File: config.mk
export PLATFORM = sky130hd
export DESIGN_NAME = btn_conditioner
export DESIGN_NICKNAME = d
export VERILOG_FILES = /design/src/rtl/ossc_ctrl_pkg.sv /design/src/rtl/btn_debounce_ch.sv /design/src/rtl/btn_conditioner.sv
export SDC_FILE = /design/constraint.sdc
export NUM_CORES = 1
export LEC_CHECK = 0
export ABC_AREA = 0
export ABC_CLOCK_PERIOD_IN_PS = 5700
export CAP_MARGIN = 0
export CORE_MARGIN = 2
export CORE_UTILIZATION = 64
export CTS_BUF_LIST = sky130_fd_sc_hd__clkbuf_8 sky130_fd_sc_hd__clkbuf_16
export DETAILED_ROUTE_END_ITERATION = 10
export PLACE_DENSITY = 0.91
export SYNTH_ARGS = -nofsm -noshare
export SYNTH_HDL_FRONTEND = slang
export SYNTH_SLANG_ARGS = --single-unit
export TNS_END_PERCENT = 10
File: constraint.sdc
create_clock -name clk27 -period 5.7 [get_ports clk27]
set_clock_uncertainty 0.1 [all_clocks]
set_input_delay 1.14 -clock clk27 [delete_from_list [all_inputs] [get_ports clk27]]
set_output_delay 1.14 -clock clk27 [all_outputs]
set_load 0.01 [all_outputs]
File: src/rtl/ossc_ctrl_pkg.sv
// Shared control-block definitions for the front-panel button logic.
//   btn_state_t           : per-button debounce FSM state
//   BTN_*_DEF             : default button count and timing at 27 MHz
package ossc_ctrl_pkg;

  typedef enum logic [1:0] {
    IDLE        = 2'd0,
    DEB_PRESS   = 2'd1,
    PRESSED     = 2'd2,
    DEB_RELEASE = 2'd3
  } btn_state_t;

  localparam int BTN_NUM_DEF          = 2;
  localparam int BTN_DEBOUNCE_CYC_DEF = 270000;    // 10 ms at 27 MHz
  localparam int BTN_LONG_CYC_DEF     = 27000000;  // 1 s at 27 MHz

endpackage

File: src/rtl/btn_debounce_ch.sv
// One button channel: 2-flop synchronizer, debounce FSM, optional long-press
// detector and registered outputs.
// Optional feature macro: BTN_LONGPRESS_EN (long-press pulse on long_o).
// Ports:
//   clk27, clk_reset_n : clock, async active-low reset
//   btn_n_i            : raw asynchronous button, active-low
//   state_o            : debounced pressed level, active-high
//   press_o/release_o  : one-cycle pulse per accepted press / release
//   long_o             : one-cycle pulse once per hold of LONG_CYC cycles
module btn_debounce_ch
  import ossc_ctrl_pkg::*;
#(
  parameter int DEBOUNCE_CYC = BTN_DEBOUNCE_CYC_DEF,
  parameter int LONG_CYC     = BTN_LONG_CYC_DEF
) (
  input  logic clk27,
  input  logic clk_reset_n,
  input  logic btn_n_i,
  output logic state_o,
  output logic press_o,
  output logic release_o,
  output logic long_o
);

  localparam int            CW       = $clog2(LONG_CYC);
  localparam logic [CW-1:0] DEB_LAST = CW'(DEBOUNCE_CYC - 1);
  localparam logic [CW-1:0] CNT_MAX  = '1;

  logic [1:0]    sync_q;
  logic          btn_low;
  btn_state_t    state, nxt;
  logic [CW-1:0] cnt, cnt_nxt;
  logic          press_evt, rel_evt, long_evt;
  logic [2:0]    ev_q;

  // Synchronizer flops reset to 0, which reads as "pressed"; the first
  // released samples after reset abort that phantom press long before the
  // debounce count (>= 2) can complete.
  always_ff @(posedge clk27 or negedge clk_reset_n)
    if (!clk_reset_n) sync_q <= '0;
    else              sync_q <= {sync_q[0], btn_n_i};

  assign btn_low = ~sync_q[1];

  always_ff @(posedge clk27 or negedge clk_reset_n)
    if (!clk_reset_n) begin
      state <= IDLE;
      cnt   <= '0;
    end else begin
      state <= nxt;
      cnt   <= cnt_nxt;
    end

  // The counter is held at 0 in the stable states so every debounce window
  // starts from 0; it saturates instead of wrapping.
  always_comb begin
    nxt       = state;
    cnt_nxt   = (cnt == CNT_MAX) ? cnt : cnt + CW'(1);
    press_evt = 1'b0;
    rel_evt   = 1'b0;
    case (state)
      IDLE: begin
        cnt_nxt = '0;
        if (btn_low) nxt = DEB_PRESS;
      end
      DEB_PRESS: begin
        if (!btn_low) nxt = IDLE;
        else if (cnt == DEB_LAST) begin
          nxt       = PRESSED;
          press_evt = 1'b1;
        end
      end
      PRESSED: begin
        cnt_nxt = '0;
        if (!btn_low) nxt = DEB_RELEASE;
      end
      DEB_RELEASE: begin
        if (btn_low) nxt = PRESSED;
        else if (cnt == DEB_LAST) begin
          nxt     = IDLE;
          rel_evt = 1'b1;
        end
      end
      default: nxt = IDLE;
    endcase
  end

`ifdef BTN_LONGPRESS_EN
  localparam logic [CW-1:0] LONG_LAST = CW'(LONG_CYC - 1);

  // Hold counter advances only in PRESSED, so release bounces pause it
  // rather than restart it; long_done blocks a repeat (also covers the case
  // where the counter saturates exactly at LONG_LAST).
  logic [CW-1:0] hold_cnt;
  logic          long_done;

  always_comb long_evt = (state == PRESSED) && (hold_cnt == LONG_LAST) && !long_done;

  always_ff @(posedge clk27 or negedge clk_reset_n)
    if (!clk_reset_n) begin
      hold_cnt  <= '0;
      long_done <= 1'b0;
    end else if (press_evt) begin
      hold_cnt  <= '0;
      long_done <= 1'b0;
    end else begin
      if (state == PRESSED && hold_cnt != CNT_MAX) hold_cnt <= hold_cnt + CW'(1);
      if (long_evt) long_done <= 1'b1;
    end
`else
  assign long_evt = 1'b0;
`endif

  // Event flags pass through one extra register so each pulse lands on the
  // same edge that state_o (derived from the registered state) changes.
  always_ff @(posedge clk27 or negedge clk_reset_n)
    if (!clk_reset_n) begin
      ev_q      <= '0;
      state_o   <= 1'b0;
      press_o   <= 1'b0;
      release_o <= 1'b0;
      long_o    <= 1'b0;
    end else begin
      ev_q                         <= {long_evt, rel_evt, press_evt};
      state_o                      <= (state == PRESSED) || (state == DEB_RELEASE);
      {long_o, release_o, press_o} <= ev_q;
    end

endmodule

File: src/rtl/btn_conditioner.sv
// Front-panel button conditioner: NUM_BTN independent debounce channels plus
// a wrapping count of accepted presses across all buttons.
// Optional feature macro: BTN_LONGPRESS_EN (enables btn_long_o pulses).
// Ports:
//   clk27, clk_reset_n : 27 MHz clock, async active-low reset
//   btn_n_i            : raw buttons, active-low
//   btn_state_o        : debounced pressed state, active-high
//   btn_press_o        : one-cycle pulse per accepted press
//   btn_release_o      : one-cycle pulse per accepted release
//   btn_long_o         : one-cycle long-press pulse (0 without the macro)
//   evt_cnt_o          : 8-bit wrapping count of accepted presses
module btn_conditioner
  import ossc_ctrl_pkg::*;
#(
  parameter int NUM_BTN      = BTN_NUM_DEF,
  parameter int DEBOUNCE_CYC = BTN_DEBOUNCE_CYC_DEF,
  parameter int LONG_CYC     = BTN_LONG_CYC_DEF
) (
  input  logic               clk27,
  input  logic               clk_reset_n,
  input  logic [NUM_BTN-1:0] btn_n_i,
  output logic [NUM_BTN-1:0] btn_state_o,
  output logic [NUM_BTN-1:0] btn_press_o,
  output logic [NUM_BTN-1:0] btn_release_o,
  output logic [NUM_BTN-1:0] btn_long_o,
  output logic [7:0]         evt_cnt_o
);

  logic [7:0] press_sum;

  for (genvar g = 0; g < NUM_BTN; g++) begin : g_ch
    btn_debounce_ch #(
      .DEBOUNCE_CYC (DEBOUNCE_CYC),
      .LONG_CYC     (LONG_CYC)
    ) u_ch (
      .clk27       (clk27),
      .clk_reset_n (clk_reset_n),
      .btn_n_i     (btn_n_i[g]),
      .state_o     (btn_state_o[g]),
      .press_o     (btn_press_o[g]),
      .release_o   (btn_release_o[g]),
      .long_o      (btn_long_o[g])
    );
  end

  // Simultaneous presses each count, so add the population count.
  always_comb begin
    press_sum = '0;
    for (int i = 0; i < NUM_BTN; i++) press_sum = press_sum + 8'(btn_press_o[i]);
  end

  always_ff @(posedge clk27 or negedge clk_reset_n)
    if (!clk_reset_n) evt_cnt_o <= '0;
    else              evt_cnt_o <= evt_cnt_o + press_sum;

endmodule

==> results of run 1 <==
cell usage in the layout, fill, tap and decap left out, types with 6 or more instances in the layout:
| master | n |
|---|---|
| dfrtp_1 | 76 |
| nand2_1 | 27 |
| nor2_1 | 26 |
| xor2_1 | 19 |
| nand3_1 | 19 |
| and2_1 | 18 |
| xnor2_1 | 16 |
| clkdlybuf4s50_1 | 16 |
| o21ai_0 | 12 |
| inv_1 | 11 |
| nand4_1 | 10 |
| a21oi_1 | 9 |
| clkbuf_8 | 9 |
| and3_1 | 8 |
| nor4_1 | 8 |
| or3_1 | 7 |
| a21boi_0 | 7 |
| o31ai_1 | 6 |
| or4_1 | 6 |
report_power, final:
group	internal [µW]	total, µW	switching [µW]
clock network	168	399	231
registers	544	553	9.03
logic	7.39	24.3	16.9
total	720	976	257
logic make-up after synthesis:
family	after synthesis	synth area share (%)
simple gates	164	25.3
fa+ha+maj	4	1.52
buf+inv	29	3.92
flops	76	50.1
xor+xnor	35	8.08
mux	5	1.32
other cells	1	0.0988
compound gates	51	9.60
per-layer routing:
metal,vias up,global-route usage (%)
met5,-,0
met2,120,41.7
met3,24,5.67
li1,1318,-
met4,0,12.7
met1,1377,32.8
state kept, by name (all words and copies together), names as in the netlist, named ones only:
name,flops
evt_cnt_o,8
g_ch.u_ch.cnt,50
g_ch.u_ch.ev_q,4
g_ch.u_ch.press_o,2
g_ch.u_ch.release_o,2
g_ch.u_ch.state,2
g_ch.u_ch.state_o,2
g_ch.u_ch.sync_q,4
final timing paths:
kind | to | slack [ps]
worst max-delay path | evt_cnt_o[2] | 3080
worst min-delay path | g_ch[1].u_ch.press_o | 250
worst max register to register | g_ch[0].u_ch.ev_q[0] | 3200
worst min register to register | g_ch[1].u_ch.press_o | 250
max in group asynchronous | g_ch[0].u_ch.cnt[18] | 4080
min in group asynchronous | evt_cnt_o[6] | 800
final cells by class:
type / count / area, µm² / area share (%)
Clock inverter: 7 / 62.6 / 1.51
Multi-Input combinational cell: 261 / 1750 / 42.2
Inverter: 11 / 41.3 / 0.998
Tap cell: 75 / 93.8 / 2.27
Clock buffer: 9 / 124 / 2.99
Sequential cell: 76 / 1900 / 46.0
Timing Repair Buffer: 17 / 168 / 4.05
per-stage QoR:
stage	utilization (%)	area (µm²)
3_3_place_gp	67.9	3950
2_1_floorplan	-	3800
5_1_grt	71.1	4140
4_1_cts	71.1	4140
6_report	71.1	4140
3_5_place_dp	67.9	3950
==> metrics.md, run 1 <==
| Metric | Value |
|---|---|
| Area share of the largest cell type after synthesis | 50.1% |
| Core ar. | between 5000 and 6000 µm² |
| Non-Filler Instances | around 460 |
| Crit-path max FO | 5 |
| Sequential share of the synthesized area | between 50% and 60% |
| Hold Vio Cnt, Final | 0 |
| Asr flop ratio synth | between 90% and 100% |
| Max-cap violations | 0 |
| GPL Wtd Cong | 0.913 |
| CTS Buf Count | 9 |
| CP Cell Sequence | clkdlybuf4s50_1 |
| Top cells by area, synth | dfrtp_1, xor2_1, xnor2_1 |
| CP Class | reg2out |
| Vias | 2839 |
| Die Ht | 81.0 µm |
| CP arrival | 1380 ps |
| Max-slew violations | 0 |
| Htree depth | 3 |
| Worst hold path type | reg2reg |
| Crit path from | evt_cnt_o[2] |
| TritonCTS clock tree | built |
| R2R depth | 4 |
| Worst R2R Start | g_ch[0].u_ch.state[0] |
| Synth Warn # | 0 |
| Leading area contributor after synthesis | dfrtp_1 |
| Buffers and inverters on the worst path | 1 |
| Final #Nets | 384 |
| Max VDD drop | 0.144 mV |
| Final Routed Wirelength | 7.71 mm |
| Fraction of layout instances using a drive strength above 1 | 8.14% |
| Pre-antenna DRT Iters | 5 |
| Hold Path Depth | 0 |
| Die area | between 6000 and 7000 µm² |
| Filler cells | 390 |
| Lkg Pwr | 0.00176 µW |
| Period minus WS final | roughly 2600 ps |
| Post-Place Cells | 440 |
| Synth top cells by count | dfrtp_1, nand2_1, nor2_1 |
| EDFF count, synth | 0 |
| Count of cell types in the netlist | 50 |
| Worst slack at placement | 3330 ps |
| IO buf count | 17 |
| Post-route worst setup slack | 3080 ps |
| CP top delay family | buffers and inverters |
| CTS root buffer | clkbuf_8 |
| Worst path max stage delay | 580 ps |
| I/O pins | 20 |
| Clock buffer depth | 2 |
| RSZ-0062 raised after global routing | false |
| Mapped cell area | 3790 µm² |
| Worst EP required | roughly 4500 ps |
| Routed length on met2 | 3.72 mm |
| Setup violators final | 0 |
| Run status | completed |
| Pwr/cell area | 236 nW/µm² |
| Slew at the pin closest to its max-slew limit | 936 ps |
| Startpoint Class | register |
| Rel. slew slack | 37.6% |
| Die W | 81.0 µm |
| Global-route wire length before repair | between 10 and 15 mm |
| Mapped Avg Cell Area | 10.4 µm² |
| CP endpoint kind | output port |
| WL/cell | 16.9 µm |
| Register bit total from synthesis | 76 |
| Vias per cell | 6.23 |
| Antenna diode count | 0 |
| Period utilization | 46.0% |
| CTS Hold Bufs | 0 |
| Leading cell type by number of instances after synthesis | dfrtp_1 |
| # DRC | 0 |
| Hold_sp | g_ch[1].u_ch.ev_q[0] |
| Total track usage | 25.7% |
| Largest net degree at the start of global routing | just under 80 |
| Post-CTS Setup Inserts | 0 |
| Slowest-stage cell, CP | clkdlybuf4s50_1 |
| Hpwl dp | 4.94 mm |
| Synthesized instance count | 365 |
| Grt ovf | 0 |
| Fin Setup TNS | 0 ps |
| Initial core utilization | 65.2% |
| Clock Sinks | 76 |
| Vias in the first global route | 2752 |
| Worst path depth | 1 |
| Clock transition at the registers of the reported paths | 100 ps |
| PostCTS Resize Cnt | 0 |
| Most used DFF post-synth | dfrtp_1 |
| Worst-Skew Late Latency | 370 ps |
| Detail Route Antenna Nets | 0 |
| Met3 wire length | 453 µm |
| Initial antenna violation count | 0 |
| Total Power | 976 µW |
| Met1 WL | 3.36 mm |
| Final hold slack | 254 ps |
| Standard-cell rows | 28 |
| Max layer used | met4 |
| Area growth syn-to-layout | 9.07% |
| Max Clock Freq | ~380 MHz |
| Initial drt markers | about 430 |
No activity file was read; power rests on OpenSTA's default activity.
==> inputs of run 2 (changes only) <==
--- a/config.mk
+++ b/config.mk
@@ -6,13 +6,13 @@
 export NUM_CORES = 1
 export LEC_CHECK = 0
 export ABC_AREA = 0
-export ABC_CLOCK_PERIOD_IN_PS = 5700
+export ABC_CLOCK_PERIOD_IN_PS = 2500
 export CAP_MARGIN = 0
 export CORE_MARGIN = 2
-export CORE_UTILIZATION = 64
+export CORE_UTILIZATION = 60
 export CTS_BUF_LIST = sky130_fd_sc_hd__clkbuf_8 sky130_fd_sc_hd__clkbuf_16
 export DETAILED_ROUTE_END_ITERATION = 10
-export PLACE_DENSITY = 0.91
+export PLACE_DENSITY = 0.87
 export SYNTH_ARGS = -nofsm -noshare
 export SYNTH_HDL_FRONTEND = slang
 export SYNTH_SLANG_ARGS = --single-unit
==> constraint.sdc (replaced) <==
create_clock -name clk27 -period 2.5 [get_ports clk27]
set_clock_uncertainty 0.1 [all_clocks]
set_input_delay 0.5 -clock clk27 [delete_from_list [all_inputs] [get_ports clk27]]
set_output_delay 0.5 -clock clk27 [all_outputs]
set_load 0.01 [all_outputs]
==> run 2 against run 1 <==
Net effect: worst hold slack worse by 250 ps; cell count is 1.8% higher; design area is 1.8% higher; sequential power is 130% higher; highest routed layer unchanged; the flow now finishes with violations (negative hold slack); wire length is 8.7% lower; register-to-register slack worse by 3000 ps; largest cell class unchanged; via count is 3.2% lower.
==> metrics.md, run 2 (synthesized netlist as in run 1, its figures left out) <==
| Metric | Value |
|---|---|
| Run status | finished with violations |
| Failing checks | negative hold slack |
| Setup violators final | 0 |
| I/O pins | 20 |
| Clock power frac | 41.7% |
| Post-CTS Setup Inserts | 0 |
| Crit-path max FO | 10 |
| CP Class | reg2reg |
| P_int | 1730 µW |
| Initial core utilization | a little over three fifths |
| Final Routed Wirelength | between 7 and 8 mm |
| Sequential share of power | between 50% and 60% |
| Grt ovf | 0 |
| Clock Sinks | 76 |
| CP endpoint kind | register |
| Standard-cell rows | 28 |
| CTS Buf Count | 9 |
| GR Util met1 | 29.6% |
| Vias in the first global route | 2637 |
| RSZ-0062 raised after global routing | false |
| Pwr/cell area | 538 nW/µm² |
| TritonCTS clock tree | built |
| Die Ht | ~84 µm |
| Post-route worst setup slack | 162 ps |
| Hold Vio Cnt, Final | 1 |
| PostCTS Resize Cnt | 0 |
| Reg-to-Reg End | g_ch[0].u_ch.cnt[13] |
| # DRC | 0 |
| Biggest register | g_ch.u_ch.cnt |
| Clock buffer depth | 2 |
| Detail Route Antenna Nets | 0 |
| Max-cap violations | 0 |
| Initial drt markers | 272 |
| Period utilization | approximately 94% |
| Antenna diode count | 0 |
| Lkg Pwr | 0.00180 µW |
| Met3 usage in global routing | approximately 4.8% |
| Rel. slew slack | 61.3% |
| WL/cell | 15.2 µm |
| Area growth syn-to-layout | 11.0% |
| Vias | 2748 |
| Sw frac | 23.7% |
| R2R depth | 6 |
| Pre-antenna DRT Iters | 4 |
| Worst-Skew Late Latency | 350 ps |
| Fin Setup TNS | 0 ps |
| Worst hold path type | in2async |
| Hpwl dp | 4.83 mm |
| Reg-to-reg setup timing slack | 160 ps |
| Final hold slack | -0.745 ps |
| Busiest metal layer after global routing | met2 |
| Global-route wire length before repair | about 12 mm |
| Max-slew violations | 0 |
| Startpoint Class | register |
| Highest-count cells in the layout ignoring fill and taps | dfrtp_1, nand2_1, nor2_1 |
| IO buf count | 17 |
| Clock transition at the registers of the reported paths | 80 ps |
| Largest net degree at the start of global routing | 39 |
| Vias per cell | 5.92 |
| Post-Place Cells | ~450 |
| Filler cells | 423 |
| Fraction of layout instances using a drive strength above 1 | about a tenth |
| GPL Wtd Cong | 0.886 |
| Max Clock Freq | between 400 and 500 MHz |
| Net Sw Power | 536 µW |
| CTS Hold Bufs | 0 |
| Period minus WS final | between 2000 and 2500 ps |
| Non-Filler Instances | 464 |
| Core ar. | 6030 µm² |
| CP arrival | 2470 ps |
| CTS root buffer | clkbuf_8 |
| Largest register FFs | 50 |
| Met2 Use GR | 34.2% |
| Final #Nets | about 390 |
| Worst EP required | 2630 ps |
| Die area | 6970 µm² |
| Max VDD drop | 0.419 mV |
| Die W | around 84 µm |
| Htree depth | 3 |
| Total Power | 2260 µW |
| Largest registers | g_ch.u_ch.cnt x50, evt_cnt_o x8 |
| Logic pwr share | under 10% |
| Worst slack at placement | 189 ps |
| Slew at the pin closest to its max-slew limit | around 580 ps |
| Commonest non-fill, non-tap cell in the layout | dfrtp_1 |
| Initial antenna violation count | 0 |
| Total track usage | between 20 and 25% |
| Worst R2R Start | g_ch[0].u_ch.cnt[0] |
## run 2: per-stage QoR
step                instance area, µm²  utilization [%]
floorplan                         3800                -
global placement                  4010             66.6
detailed placement                4010             66.6
CTS                               4210             69.9
global route                      4210             69.9
finish                            4210             69.9
## run 2: worst max-delay path by stage
stage               slack [ps]                 from                   end  cells after the start
global route                10  g_ch[0].u_ch.cnt[0]  g_ch[0].u_ch.cnt[21]                      6
floorplan                  470  g_ch[0].u_ch.cnt[0]  g_ch[0].u_ch.cnt[13]                      7
finish                     160  g_ch[0].u_ch.cnt[0]  g_ch[0].u_ch.cnt[13]                      6
detailed placement         190  g_ch[0].u_ch.cnt[0]  g_ch[0].u_ch.cnt[13]                      6
global placement           280  g_ch[0].u_ch.cnt[0]  g_ch[0].u_ch.cnt[13]                      6
CTS                        170  g_ch[0].u_ch.cnt[0]  g_ch[0].u_ch.cnt[13]                      6
## run 2: final cells by class
type	instances	area (µm²)	share of cell area, %
Timing Repair Buffer	25	228	5.41
Tap cell	75	93.8	2.23
Clock buffer	9	124	2.94
Clock inverter	7	76.3	1.81
Inverter	11	41.3	0.980
Sequential cell	76	1900	45.2
Multi-Input combinational cell	261	1750	41.5
## run 2: critical path, cell delays in order, from the launching register on
cell and delay, ps:
dfrtp_1 420, ha_1 240, nand3_2 140, or4_1 770
o21ai_4 330, xor2_1 170, nor2_1 50
## run 2: power by group through the flow
stage / Combinational [µW] / Sequential (µW) / Clock, µW
6_report: 65.2 / 1260 / 943
5_1_grt: 76.6 / 1260 / 1010
4_1_cts: 67.1 / 1260 / 958
3_5_place_dp: 67.1 / 1280 / 0
3_3_place_gp: 65.1 / 1280 / 0
2_1_floorplan: 31.6 / 1280 / 0
## run 2: layer usage
| layer | share of wire, % | up-vias | wire length (µm) |
|---|---|---|---|
| met5 | 0 | - | 0 |
| met3 | 5.1 | 16 | 358 |
| met2 | 47 | 85 | 3340 |
| met1 | 46 | 1322 | 3230 |
| met4 | 1.6 | 0 | 114 |
| li1 | - | 1325 | - |
==> inputs of run 3 (changes only) <==
--- a/config.mk
+++ b/config.mk
@@ -8,7 +8,7 @@
 export ABC_AREA = 0
 export ABC_CLOCK_PERIOD_IN_PS = 2500
 export CAP_MARGIN = 0
-export CORE_MARGIN = 2
+export CORE_MARGIN = 5
 export CORE_UTILIZATION = 60
 export CTS_BUF_LIST = sky130_fd_sc_hd__clkbuf_8 sky130_fd_sc_hd__clkbuf_16
 export DETAILED_ROUTE_END_ITERATION = 10
==> run 3 against run 2 <==
Net effect: the run now ends clean; clock-buffer cell count rose by 1; first-iteration DRC count rose by 11%; via count rose by 3.9%; cell count rose by 0.43%; non-clock buffer count did not move; core utilization fell by 1.6 points; sequential power barely moved; highest routed layer unchanged.
==> metrics.md, run 3 (synthesized netlist as in run 1, its figures left out) <==
| Metric | Value |
|---|---|
| CTS Hold Bufs | 0 |
| Largest net degree at the start of global routing | 40 |
| I/O pins | 20 |
| Lkg Pwr | around 0.0018 µW |
| CP top delay family | simple AND/OR/NAND/NOR gates |
| Initial core utilization | 60.8% |
| Worst path depth | 6 |
| PostCTS Resize Cnt | 0 |
| Fraction of layout instances using a drive strength above 1 | 10.3% |
| Die W | between 80 and 90 µm |
| Vias per cell | 6.12 |
| Reg-to-Reg End | g_ch[0].u_ch.cnt[3] |
| Period utilization | 89.9% |
| Clock Sinks | 76 |
| Vias in the first global route | 2794 |
| Max VDD drop | 0.444 mV |
| Pwr/cell area | 561 nW/µm² |
| Clock buffer depth | 2 |
| Crit-path max FO | 10 |
| Detail Route Antenna Nets | 0 |
| Max-slew violations | 0 |
| GPL Wtd Cong | 0.877 |
| Final hold slack | around 3.4 ps |
| Initial drt markers | 303 |
| Hold Vio Cnt, Final | 0 |
| Biggest register | g_ch.u_ch.cnt |
| Worst EP required | 2640 ps |
| Crit path from | g_ch[0].u_ch.cnt[0] |
| TritonCTS clock tree | built |
| Period minus WS final | 2250 ps |
| Total track usage | 20.7% |
| Antenna diode count | 0 |
| Global-route wire length before repair | 12.7 mm |
| # DRC | 0 |
| Worst hold path type | in2async |
| CP arrival | 2380 ps |
| Pre-antenna DRT Iters | 5 |
| CP Cell Sequence | ha_1, nand3_2, or4_4, o2111ai_1, xor2_1, nor2_1 |
| Highest-count cells in the layout ignoring fill and taps | dfrtp_1, nand2_1, nor2_1 |
| Reg-to-reg setup timing slack | 250 ps |
| Worst-Skew Late Latency | 350 ps |
| Core ar. | 6240 µm² |
| Area growth syn-to-layout | 12.4% |
| CP Class | reg2reg |
| Die Ht | 89.5 µm |
| Vias | roughly 2900 |
| R2R depth | 6 |
| Largest register FFs | 50 |
| Htree depth | 3 |
| RSZ-0062 raised after global routing | false |
| Run status | completed |
| Final core utilization | 68.3% |
| Die area | 8010 µm² |
| Grt ovf | 0 |
| CTS root buffer | clkbuf_8 |
| Largest registers | g_ch.u_ch.cnt x50, evt_cnt_o x8 |
| Max-cap violations | 0 |
| Final Routed Wirelength | 7.37 mm |
| Startpoint Class | register |
| Final #Nets | 392 |
| CP endpoint kind | register |
| Filler cells | 433 |
| Clock transition at the registers of the reported paths | 90 ps |
| Buffers and inverters on the worst path | 0 |
| Worst path max stage delay | 670 ps |
| Hpwl dp | between 5 and 6 mm |
| Slowest-stage cell, CP | or4_4 |
| Max Clock Freq | 445 MHz |
| Worst R2R Start | g_ch[0].u_ch.cnt[0] |
| Post-CTS Setup Inserts | 0 |
| Setup violators final | 0 |
| Standard-cell rows | 29 |
| WL/cell | between 15 and 20 µm |
| Commonest non-fill, non-tap cell in the layout | dfrtp_1 |
| Initial antenna violation count | 0 |
| Fin Setup TNS | 0 ps |
| IO buf count | 17 |
| CTS Buf Count | 9 |
[run 3: metal layers]
metal / up-vias / global-route usage, % / share of wire, %
li1: 1333 / - / -
met1: 1392 / 25.5 / 42
met2: 112 / 34.8 / 50
met3: 17 / 4.88 / 6.0
met5: - / 0 / 0
met4: 0 / 8.80 / 2.0
[run 3: through the flow]
stage	cell area, µm²	setup slack, ps	power (µW)	instances
floorplan	3800	471	1310	366
global placement	4030	284	1350	450
detailed placement	4030	148	1350	450
CTS	4260	109	2420	466
global route	4260	113	2490	466
finish	4260	253	2390	466
[run 3: worst max path at each step]
stage / end
finish: g_ch[0].u_ch.cnt[3]
global placement: g_ch[0].u_ch.cnt[13]
detailed placement: g_ch[0].u_ch.cnt[3]
CTS: g_ch[0].u_ch.cnt[3]
global route: g_ch[0].u_ch.cnt[19]
floorplan: g_ch[0].u_ch.cnt[13]
[run 3: area by class of cell]
class | instances | area (µm²) | area share (%)
sequential | 76 | 1900 | 44.6
multi-input combinational | 261 | 1750 | 41.1
timing repair buffer | 25 | 240 | 5.63
clock buffer | 10 | 138 | 3.23
clock inverter | 6 | 96.3 | 2.26
tap | 77 | 96.3 | 2.26
inverter | 11 | 41.3 | 0.968
[run 3: power breakdown]
group | switching (µW) | total (µW) | internal, µW
clock network | 467 | 1070 | 599
logic | 47.0 | 70.4 | 23.5
registers | 12.8 | 1250 | 1240
